--- src/rtl/modadd_sched_pkg.sv ---
// Shared constants, index type and round-robin pointer helper for the
// modadd scheduler slice.
package modadd_sched_pkg;

    localparam int MAX_NUM_REQ    = 8;
    localparam int MAX_MODADD_LAT = 2;
    localparam int IDX_W          = $clog2(MAX_NUM_REQ);

    typedef logic [IDX_W-1:0] req_idx_t;

    // Pointer moves just past the granted requester; an out-of-range index keeps it.
    function automatic req_idx_t rr_next(input req_idx_t ptr, input req_idx_t grant_idx,
                                         input int n);
        if (int'(grant_idx) >= n) begin
            return ptr;
        end
        return req_idx_t'((int'(grant_idx) + 1) % n);
    endfunction

endpackage

--- src/rtl/modadd.sv ---
// Modular adder c = (a + b) mod q with q = qH*2^WORD_SIZE + 1 (or constant Q_VALUE),
// MODADD_LAT register stages on the datapath.
module modadd #(
    parameter int LOGQ       = 16,
    parameter int WORD_SIZE  = 8,
    parameter int Q_VALUE    = 0,
    parameter int MODADD_LAT = 2
) (
    input  logic                      clk,
    input  logic [LOGQ-1:0]           a,
    input  logic [LOGQ-1:0]           b,
    input  logic [LOGQ-WORD_SIZE-1:0] qH,
    output logic [LOGQ-1:0]           c
);

    logic [LOGQ-1:0] q;
    logic [LOGQ:0]   sum;

    assign q   = (Q_VALUE != 0) ? LOGQ'(Q_VALUE) : {qH, {(WORD_SIZE-1){1'b0}}, 1'b1};
    assign sum = {1'b0, a} + {1'b0, b};

    // sum < 2q, so one conditional subtraction is enough; the borrow picks the branch.
    function automatic logic [LOGQ-1:0] reduce(input logic [LOGQ:0] s, input logic [LOGQ-1:0] m);
        logic [LOGQ:0] d;
        d = s - {1'b0, m};
        return d[LOGQ] ? s[LOGQ-1:0] : d[LOGQ-1:0];
    endfunction

    if (MODADD_LAT == 0) begin : g_lat0
        logic unused_clk;
        assign unused_clk = clk;
        assign c = reduce(sum, q);
    end else if (MODADD_LAT == 1) begin : g_lat1
        logic [LOGQ-1:0] c_q;
        // NOTE: datapath registers carry no reset; the scheduler's cleared tags mask them.
        always_ff @(posedge clk) begin
            c_q <= reduce(sum, q);
        end
        assign c = c_q;
    end else begin : g_lat2
        logic [LOGQ:0]   sum_q;
        logic [LOGQ-1:0] c_q;
        always_ff @(posedge clk) begin
            sum_q <= sum;
            c_q   <= reduce(sum_q, q);
        end
        assign c = c_q;
    end

endmodule

--- src/rtl/modadd_sched_rr_arbiter.sv ---
// Round-robin arbiter: first asserted request at or above ptr, wrapping modulo NUM_REQ.
module rr_arbiter
    import modadd_sched_pkg::*;
#(
    parameter int NUM_REQ = 4
) (
    input  logic [NUM_REQ-1:0] req,
    input  req_idx_t           ptr,
    output logic [NUM_REQ-1:0] grant,
    output req_idx_t           grant_idx,
    output logic               any_grant
);

    logic [MAX_NUM_REQ-1:0] req_ext;
    req_idx_t               cand;

    assign req_ext = MAX_NUM_REQ'(req);

    // NOTE: every variable written here gets a default first, so no latch is inferred.
    always_comb begin
        grant_idx = '0;
        any_grant = 1'b0;
        cand      = '0;
        for (int k = 0; k < NUM_REQ; k++) begin
            cand = req_idx_t'((int'(ptr) + k) % NUM_REQ);
            if (!any_grant && req_ext[cand]) begin
                any_grant = 1'b1;
                grant_idx = cand;
            end
        end
    end

    assign grant = any_grant ? (NUM_REQ'(1) << grant_idx) : '0;

endmodule

--- src/rtl/modadd_sched.sv ---
// Shares one modadd among NUM_REQ requesters: round-robin grant, operand mux,
// requester-id tags tracking the adder pipeline, one-hot response bus.
module modadd_sched
    import modadd_sched_pkg::*;
#(
    parameter int LOGQ       = 16,
    parameter int WORD_SIZE  = 8,
    parameter int Q_VALUE    = 0,
    parameter int NUM_REQ    = 4,
    parameter int MODADD_LAT = 2
) (
    input  logic                      clk,
    input  logic                      rst_n,
    input  logic [LOGQ-WORD_SIZE-1:0] qH,
    input  logic [NUM_REQ-1:0]        req_valid,
    input  logic [NUM_REQ*LOGQ-1:0]   req_a,
    input  logic [NUM_REQ*LOGQ-1:0]   req_b,
    output logic [NUM_REQ-1:0]        req_ready,
    output logic [NUM_REQ-1:0]        rsp_valid,
    output logic [LOGQ-1:0]           rsp_c,
    output logic                      busy,
    output logic [31:0]               op_cnt
);

    if (NUM_REQ < 2 || NUM_REQ > MAX_NUM_REQ) begin : g_bad_num_req
        $error("modadd_sched: NUM_REQ must be in 2..%0d", MAX_NUM_REQ);
    end
    if (MODADD_LAT < 0 || MODADD_LAT > MAX_MODADD_LAT) begin : g_bad_lat
        $error("modadd_sched: MODADD_LAT must be in 0..%0d", MAX_MODADD_LAT);
    end

    typedef struct packed {
        logic               valid;
        logic [NUM_REQ-1:0] id;
    } tag_t;

    logic [NUM_REQ-1:0] grant;
    req_idx_t           grant_idx;
    req_idx_t           ptr;
    logic               any_grant;
    logic               issue;
    logic [LOGQ-1:0]    op_a;
    logic [LOGQ-1:0]    op_b;
    logic [LOGQ-1:0]    add_c;
    logic [NUM_REQ-1:0] rsp_id;
    logic [31:0]        cnt_q;

    rr_arbiter #(
        .NUM_REQ(NUM_REQ)
    ) u_arb (
        .req      (req_valid),
        .ptr      (ptr),
        .grant    (grant),
        .grant_idx(grant_idx),
        .any_grant(any_grant)
    );

    // Gating with rst_n keeps req_ready (and thus any transfer) low throughout reset.
    assign issue     = any_grant & rst_n;
    assign req_ready = issue ? grant : '0;

    // NOTE: sequential state uses non-blocking assignments only.
    always_ff @(posedge clk or negedge rst_n) begin
        if (!rst_n) begin
            ptr   <= '0;
            cnt_q <= '0;
        end else if (issue) begin
            ptr   <= rr_next(ptr, grant_idx, NUM_REQ);
            cnt_q <= cnt_q + 32'd1;
        end
    end

    assign op_cnt = cnt_q;

    always_comb begin
        op_a = '0;
        op_b = '0;
        for (int i = 0; i < NUM_REQ; i++) begin
            if (req_ready[i]) begin
                op_a = req_a[i*LOGQ +: LOGQ];
                op_b = req_b[i*LOGQ +: LOGQ];
            end
        end
    end

    modadd #(
        .LOGQ      (LOGQ),
        .WORD_SIZE (WORD_SIZE),
        .Q_VALUE   (Q_VALUE),
        .MODADD_LAT(MODADD_LAT)
    ) u_add (
        .clk(clk),
        .a  (op_a),
        .b  (op_b),
        .qH (qH),
        .c  (add_c)
    );

    if (MODADD_LAT == 0) begin : g_tag_comb
        assign rsp_id = req_ready;
        assign busy   = 1'b0;
    end else begin : g_tag_pipe
        tag_t tag_q [MODADD_LAT];

        // One stage per adder register, so the tag leaves with its own sum.
        always_ff @(posedge clk or negedge rst_n) begin
            if (!rst_n) begin
                for (int i = 0; i < MODADD_LAT; i++) begin
                    tag_q[i] <= '0;
                end
            end else begin
                tag_q[0] <= '{valid: issue, id: req_ready};
                for (int i = 1; i < MODADD_LAT; i++) begin
                    tag_q[i] <= tag_q[i-1];
                end
            end
        end

        always_comb begin
            busy = 1'b0;
            for (int i = 0; i < MODADD_LAT; i++) begin
                busy = busy | tag_q[i].valid;
            end
        end

        assign rsp_id = tag_q[MODADD_LAT-1].valid ? tag_q[MODADD_LAT-1].id : '0;
    end

    assign rsp_valid = rsp_id;
    assign rsp_c     = (|rsp_id) ? add_c : '0;

endmodule

--- config.mk ---
export PLATFORM = sky130hd
export DESIGN_NAME = modadd_sched
export DESIGN_NICKNAME = d
export VERILOG_FILES = /design/src/rtl/modadd_sched_pkg.sv /design/src/rtl/modadd.sv /design/src/rtl/modadd_sched_rr_arbiter.sv /design/src/rtl/modadd_sched.sv
export SDC_FILE = /design/constraint.sdc
export NUM_CORES = 1
export LEC_CHECK = 0
export CAP_MARGIN = 20
export CELL_PAD_IN_SITES_DETAIL_PLACEMENT = 1
export CELL_PAD_IN_SITES_GLOBAL_PLACEMENT = 1
export CORE_MARGIN = 2
export CORE_UTILIZATION = 32
export CTS_BUF_LIST = sky130_fd_sc_hd__clkbuf_16
export DETAILED_ROUTE_END_ITERATION = 6
export HOLD_SLACK_MARGIN = 0.03
export PLACE_DENSITY_LB_ADDON = 0.1
export SYNTH_ARGS = -nofsm -noshare
export SYNTH_HDL_FRONTEND = slang
export SYNTH_SLANG_ARGS = --single-unit
export TNS_END_PERCENT = 100
--- constraint.sdc ---
create_clock -name clk -period 5.4 [get_ports clk]
set_input_delay 0.54 -clock clk [delete_from_list [all_inputs] [get_ports clk]]
set_output_delay 0.54 -clock clk [all_outputs]
set_load 0.05 [all_outputs]
==> results of run 1 <==
==> area by class of cell <==
type                    count  area, sq um
inverters                  22         82.6
multi-input cells         442         3090
clock inverters             7         50.0
clock buffers               9          225
well taps                 211          264
flip-flops and latches     77         1760
repair buffers            208         2050
fillers                  1791         7790
==> critical path: cells and delay by family <==
family / cells / cell delay (ps)
AOI/OAI and AO/OA: 7 / 1130
buffers and inverters: 4 / 800
xor gates and xnor gates: 1 / 190
and+or+nand+nor: 5 / 1690
adders and majority gates: 3 / 760
==> power groups by stage <==
stage	Combinational, mW	Clock (mW)	Sequential, mW
final	1.85	0.546	0.866
after global routing	2.03	0.586	0.886
after CTS	1.86	0.559	0.867
after detailed placement	1.85	0	0.876
after global placement	1.80	0	0.871
after floorplan	1.24	0	0.930
==> through the flow <==
| step | power, mW | instance area (sq um) | setup WS (ps) | instances |
|---|---|---|---|---|
| after CTS | 3.29 | 7520 | 554 | 976 |
| after floorplan | 2.17 | 5040 | 812 | 567 |
| after global placement | 2.67 | 7250 | 507 | 960 |
| final | 3.26 | 7520 | 527 | 976 |
| after global routing | 3.50 | 7520 | 189 | 976 |
| after detailed placement | 2.73 | 7250 | 220 | 960 |
==> how the worst min path moves through the flow <==
stage                        start             endpoint  slack (ps)  cells past startpoint
2_1_floorplan                rst_n  g_tag_pipe.tag_q[0]         240                      0
3_3_place_gp   g_tag_pipe.tag_q[8]  g_tag_pipe.tag_q[3]         340                      0
3_5_place_dp   g_tag_pipe.tag_q[6]  g_tag_pipe.tag_q[1]         340                      0
4_1_cts        g_tag_pipe.tag_q[6]  g_tag_pipe.tag_q[1]         350                      0
5_1_grt        g_tag_pipe.tag_q[7]  g_tag_pipe.tag_q[2]         360                      0
6_report       g_tag_pipe.tag_q[7]  g_tag_pipe.tag_q[2]         350                      0
==> cell usage in the layout (no fill, tap or decap), types with 10 or more instances in the layout <==
cell type	count
o21ai_0	43
dfrtp_1	44
a21oi_1	22
nand3_1	16
nand2_1	58
nor2b_1	18
o21ai_1	30
and2_1	10
nor2_1	26
xor2_1	19
inv_1	22
nand4_1	12
clkdlybuf4s50_1	197
dfxtp_1	33
ha_1	30
a221o_1	30
xnor2_1	39
buf_4	10
==> per-layer routing <==
layer	up-vias	GRT usage (%)	share of wire (%)
met2	136	35.1	49
met1	2326	24.2	44
met5	-	0	0
met3	9	5.49	5.8
met4	0	5.25	1.2
li1	2436	-	-
==> state kept, by name, summed over array words and instances, names as in the netlist <==
| name | cells |
|---|---|
| u_add.g_lat2.sum_q | 17 |
| ptr | 2 |
| op_cnt | 32 |
| u_add.c | 16 |
| g_tag_pipe.tag_q | 10 |
==> cells by family (layout without fill, tap and decap cells) <==
kind of cell	count (synthesis)	in the layout
flops	77	77
compound gates	161	161
fa+ha+maj	31	31
simple gates	181	181
xor+xnor	58	58
buf+inv	48	246
mux	11	11
==> impl_metrics.ini, run 1 <==
[critical_path]
crit_path_frequent_cell = o21ai_0
start_kind = input port
cp_slowest_cell = or4_1
crit_required_ps = 5650
worst_r2r_startpoint = ptr[1]
max_stage_delay_ps = 660
crit_path_end = u_add.g_lat2.sum_q[14]
critPathArrivalTime_ps = 5120
crit_fanout = 13
crit_chain = clkdlybuf4s50_1 > or4_1 > and2_1 > inv_1 > ha_1 > and2_1 > nor2b_2 > a221o_1 > o21ai_0 > o21ai_1 > ha_1 > inv_1 > fa_1 > nor2b_1 > o21ai_0 > a21oi_1 > o41ai_1 > buf_4 > o21ai_0 > xor2_1
reg2reg_depth = 22
cp-end-kind = register
critPathKind = in -> reg
rr_endpoint = u_add.g_lat2.sum_q[14]
rrSetupSlack_ps = 1010
crit_start = req_valid[0]

[synthesis]
ys_ff_latch = 77
yosysWarningCount = 0
synth_simple_gate_area_share_pct = 18.8
synth_commonest_cells = 58 x nand2_1, 44 x dfrtp_1, 43 x o21ai_0
synth_edf_count = 0
synth_most_common_cell = nand2_1
synth_xor_area_share_pct = 10.1
synth_cells = 567
synth_nets = 740
syn-cell-area_sq_um = 5040
yosys.area.top_type_share_pct = 21.9
synthTopCellsByArea = dfrtp_1 22%, dfxtp_1 13%, ha_1 7.4%, xnor2_1 6.8%, a221o_1 6.0%
synthAdderAreaFrac_pct = 7.85
seq_area_frac_synth_pct = 35.0
yosysTopAreaCell = dfrtp_1
synth-compound-area-share_pct = 21.9
synth_top_family_by_area = compound AO/OA/AOI/OAI gates
syn_avg_cell_area_sq_um = 8.89
async_flop_share_pct = 57.1
synth_flop_cell = dfrtp_1
synth_cell_type_count = 60
post_synth_mux_area_share_pct = 2.41

[clock_tree]
ctsHoldBuffers = 0
cts_sinks = 77
cts_setup_buffers = 0
clk_pin_slew_ps = 60
cts_root_buf = clkbuf_16
ctsResizeCount = 0
numCtsBuffers = 9
clk_latency_ps = 340
htree_levels = 3
cts_tree = yes
clk_path_buf_depth = 2

[route]
routed_wl_mm = 16.7
vias = 4907
drc_errors = 0
vias_per_cell = 5.03
firstDrtPassIters = 6
drtAntennaViolNets = 0
wire_per_inst_um = 17.1
drt_iter0_markers = 127

[pwr]
seq_power_share_pct = 26.6
power_per_cell_area_nw_per_um2 = 434
switching_share_pct = 42.6
p_leak_nw = 3.14
p_switching_mw = 1.39
combPwrFrac_pct = 56.7
p_int_mw = 1.87
clock_power_share_pct = 16.7
peakVddDrop_uv = 164

[grt]
grt_max_degree = 46
antenna_found_initial = 0
grt.total_usage_pct = 20.0
first_global_vias = 5239
grt_remaining_overflow = 0
grt_pass1_wl_mm = 26.5

[min_path]
min_path_type = reg -> reg

[timing]
final_hold_viol_count = 0
setup_violations = 0
finalMaxSlewViolations = 0
max_slew_margin_pct = 50.3
period_share_pct = 90.2
grt_setup_unrepaired = false
setup-tns-final_ps = 0
clock_skew_ps = 16.3
timing.hold.ws_ps = 349
max_freq_ghz = 0.205
worst_slew_pin_slew_ps = 746
layout_min_cycle_time_ps = 4870

[job]
cap_violations = 0

[finish]
final_net_count = 933
areaGrowthSynthToFinish_pct = 49.3
n_antenna_cell = 0
layout-drive-gt1-share_pct = 6.93
fin_util_pct = 49.1

[placed_design]
port_buffers = 198
gp_congestion = 0.877
hpwl_mm = 13.8

[floorplanning]
io_pins = 199
core_area_sq_um = 15300
die_area_sq_um = 16800
die_x_um = 129
die_y_um = 129
start_util_pct = 32.9
fp-row-count = 45

[run_status]
status = finished, final reports clean
(Power assumes the default switching activity.)
==> run 2: changes to the inputs <==
Settings changed: GPL_ROUTABILITY_DRIVEN set to 0, HOLD_SLACK_MARGIN 0.03 to 0.05.
==> run 2 against run 1 <==
Effect of this change:
- die area stayed put
- worst setup slack gained 260 ps
- register-to-register slack improved by 150 ps
- combinational power about the same
- critical endpoint unchanged
- largest cell class unchanged
==> impl_metrics.ini, run 2 (synthesis results as in run 1) <==
[finish]
final_common_cell = clkdlybuf4s50_1
fin_area_sq_um = 7560
largest_register_ffs = 32
areaGrowthSynthToFinish_pct = 50.1
fin_util_pct = 49.4
n_antenna_cell = 0
mostFrequentLayoutCells = 197 x clkdlybuf4s50_1, 58 x nand2_1, 44 x dfrtp_1
final_cells = 975
layout-drive-gt1-share_pct = 6.81
final_net_count = 932

[critical_path]
crit_path_end = u_add.g_lat2.sum_q[14]
start_kind = input port
critPathKind = in -> reg
crit_start = req_valid[0]
cp_slowest_cell = or4_1
worst_r2r_startpoint = ptr[1]
max_stage_delay_ps = 650
crit_fanout = 8
rrSetupSlack_ps = 1160
rr_endpoint = u_add.g_lat2.sum_q[14]
cp-end-kind = register
reg2reg_depth = 22
crit_chain = clkdlybuf4s50_1 > or4_1 > and2_1 > inv_1 > ha_1 > and2_1 > nor2b_2 > a221o_1 > o21ai_0 > o21ai_1 > ha_1 > inv_1 > fa_1 > nor2b_1 > o21ai_0 > a21oi_1 > o41ai_1 > buf_4 > o21ai_0 > xor2_1
crit_path_frequent_cell = o21ai_0
critPathArrivalTime_ps = 4870
crit_required_ps = 5660

[grt]
grt_remaining_overflow = 0
grt.total_usage_pct = 20.1
grt_max_degree = 46
antenna_found_initial = 0
grt_pass1_wl_mm = 26.5
first_global_vias = 5261

[pwr]
switching_share_pct = 41.4
clock_power_share_pct = 19.2
report.power.total_mw = 3.35
p_switching_mw = 1.38
seq_power_share_pct = 25.8
power_per_cell_area_nw_per_um2 = 443
p_int_mw = 1.96
peakVddDrop_uv = 205
p_leak_nw = 3.16
combPwrFrac_pct = 55.0

[timing]
fin_ws_ps = 786
layout_min_cycle_time_ps = 4610
worst_slew_pin_slew_ps = 757
finalMaxSlewViolations = 0
setup-tns-final_ps = 0
max_freq_ghz = 0.217
timing.hold.ws_ps = 349
setup_violations = 0
period_share_pct = 85.4
final_hold_viol_count = 0
max_slew_margin_pct = 49.6
clock_skew_ps = 12.0
grt_setup_unrepaired = false

[placed_design]
place_ws_ps = 394
hpwl_mm = 13.7
dp.cells = 959
port_buffers = 198
place_area_sq_um = 7240

[clock_tree]
ctsResizeCount = 0
clk_latency_ps = 340
cts_sinks = 77
cts_setup_buffers = 0
htree_levels = 3
clk_pin_slew_ps = 60
clk_path_buf_depth = 2
cts_tree = yes
cts_root_buf = clkbuf_16
numCtsBuffers = 9
ctsHoldBuffers = 0

[route]
vias = 4953
drc_errors = 0
vias_per_cell = 5.08
wire_per_inst_um = 17.0
drtAntennaViolNets = 0
firstDrtPassIters = 4
drt_iter0_markers = 123
routed_wl_mm = 16.6

[floorplanning]
start_util_pct = 32.9
die_x_um = 129
core_area_sq_um = 15300
die_area_sq_um = 16800
die_y_um = 129
fp-row-count = 45
io_pins = 199

[min_path]
min_path_type = reg -> reg
hp-start = g_tag_pipe.tag_q[7]

[job]
cap_violations = 0

[run_status]
status = finished, final reports clean
-- run 2: cell types whose count changed in the layout (fill, tap and decap cells not counted) --
cell,change
bufinv_16,+2
buf_4,-1
clkinv_2,-1
clkinvlp_4,-1
-- run 2: worst min-delay path by stage --
stage	end	slack, ps	depth (start not counted)
after floorplan	g_tag_pipe.tag_q[0]	240	0
after global placement	g_tag_pipe.tag_q[3]	340	0
after detailed placement	g_tag_pipe.tag_q[0]	340	0
after CTS	g_tag_pipe.tag_q[2]	350	0
after global routing	g_tag_pipe.tag_q[1]	360	0
final	g_tag_pipe.tag_q[2]	350	0
-- run 2: per-layer routing --
metal  part of all wire [%]  GRT usage (%)  wire length [um]  vias to the layer above
li1                       -              -                 -                     2437
met1                     43           24.1              7050                     2360
met2                     50           35.8              8260                      143
met3                    6.4           5.33              1070                       13
met4                    1.1           4.87               187                        0
met5                      0              0                 0                        -
-- run 2: power groups by stage --
stage | clock network (mW) | logic, mW | registers, mW
floorplan | 0 | 1.24 | 0.930
finish | 0.643 | 1.84 | 0.865
CTS | 0.661 | 1.86 | 0.867
global placement | 0 | 1.80 | 0.870
detailed placement | 0 | 1.85 | 0.876
global route | 0.688 | 2.03 | 0.888
-- run 2: critical path: cells and delay by family --
| kind | cells | cell delay [ps] |
|---|---|---|
| fa+ha+maj | 3 | 750 |
| compound gates | 7 | 1100 |
| buf+inv | 4 | 810 |
| xor+xnor | 1 | 180 |
| simple gates | 5 | 1490 |
-- run 2: layout make-up --
cell class | count | area [sq um]
repair buffers | 207 | 2040
well taps | 211 | 264
multi-input cells | 442 | 3090
flip-flops and latches | 77 | 1760
inverters | 22 | 82.6
fillers | 1767 | 7750
clock inverters | 7 | 97.6
clock buffers | 9 | 225
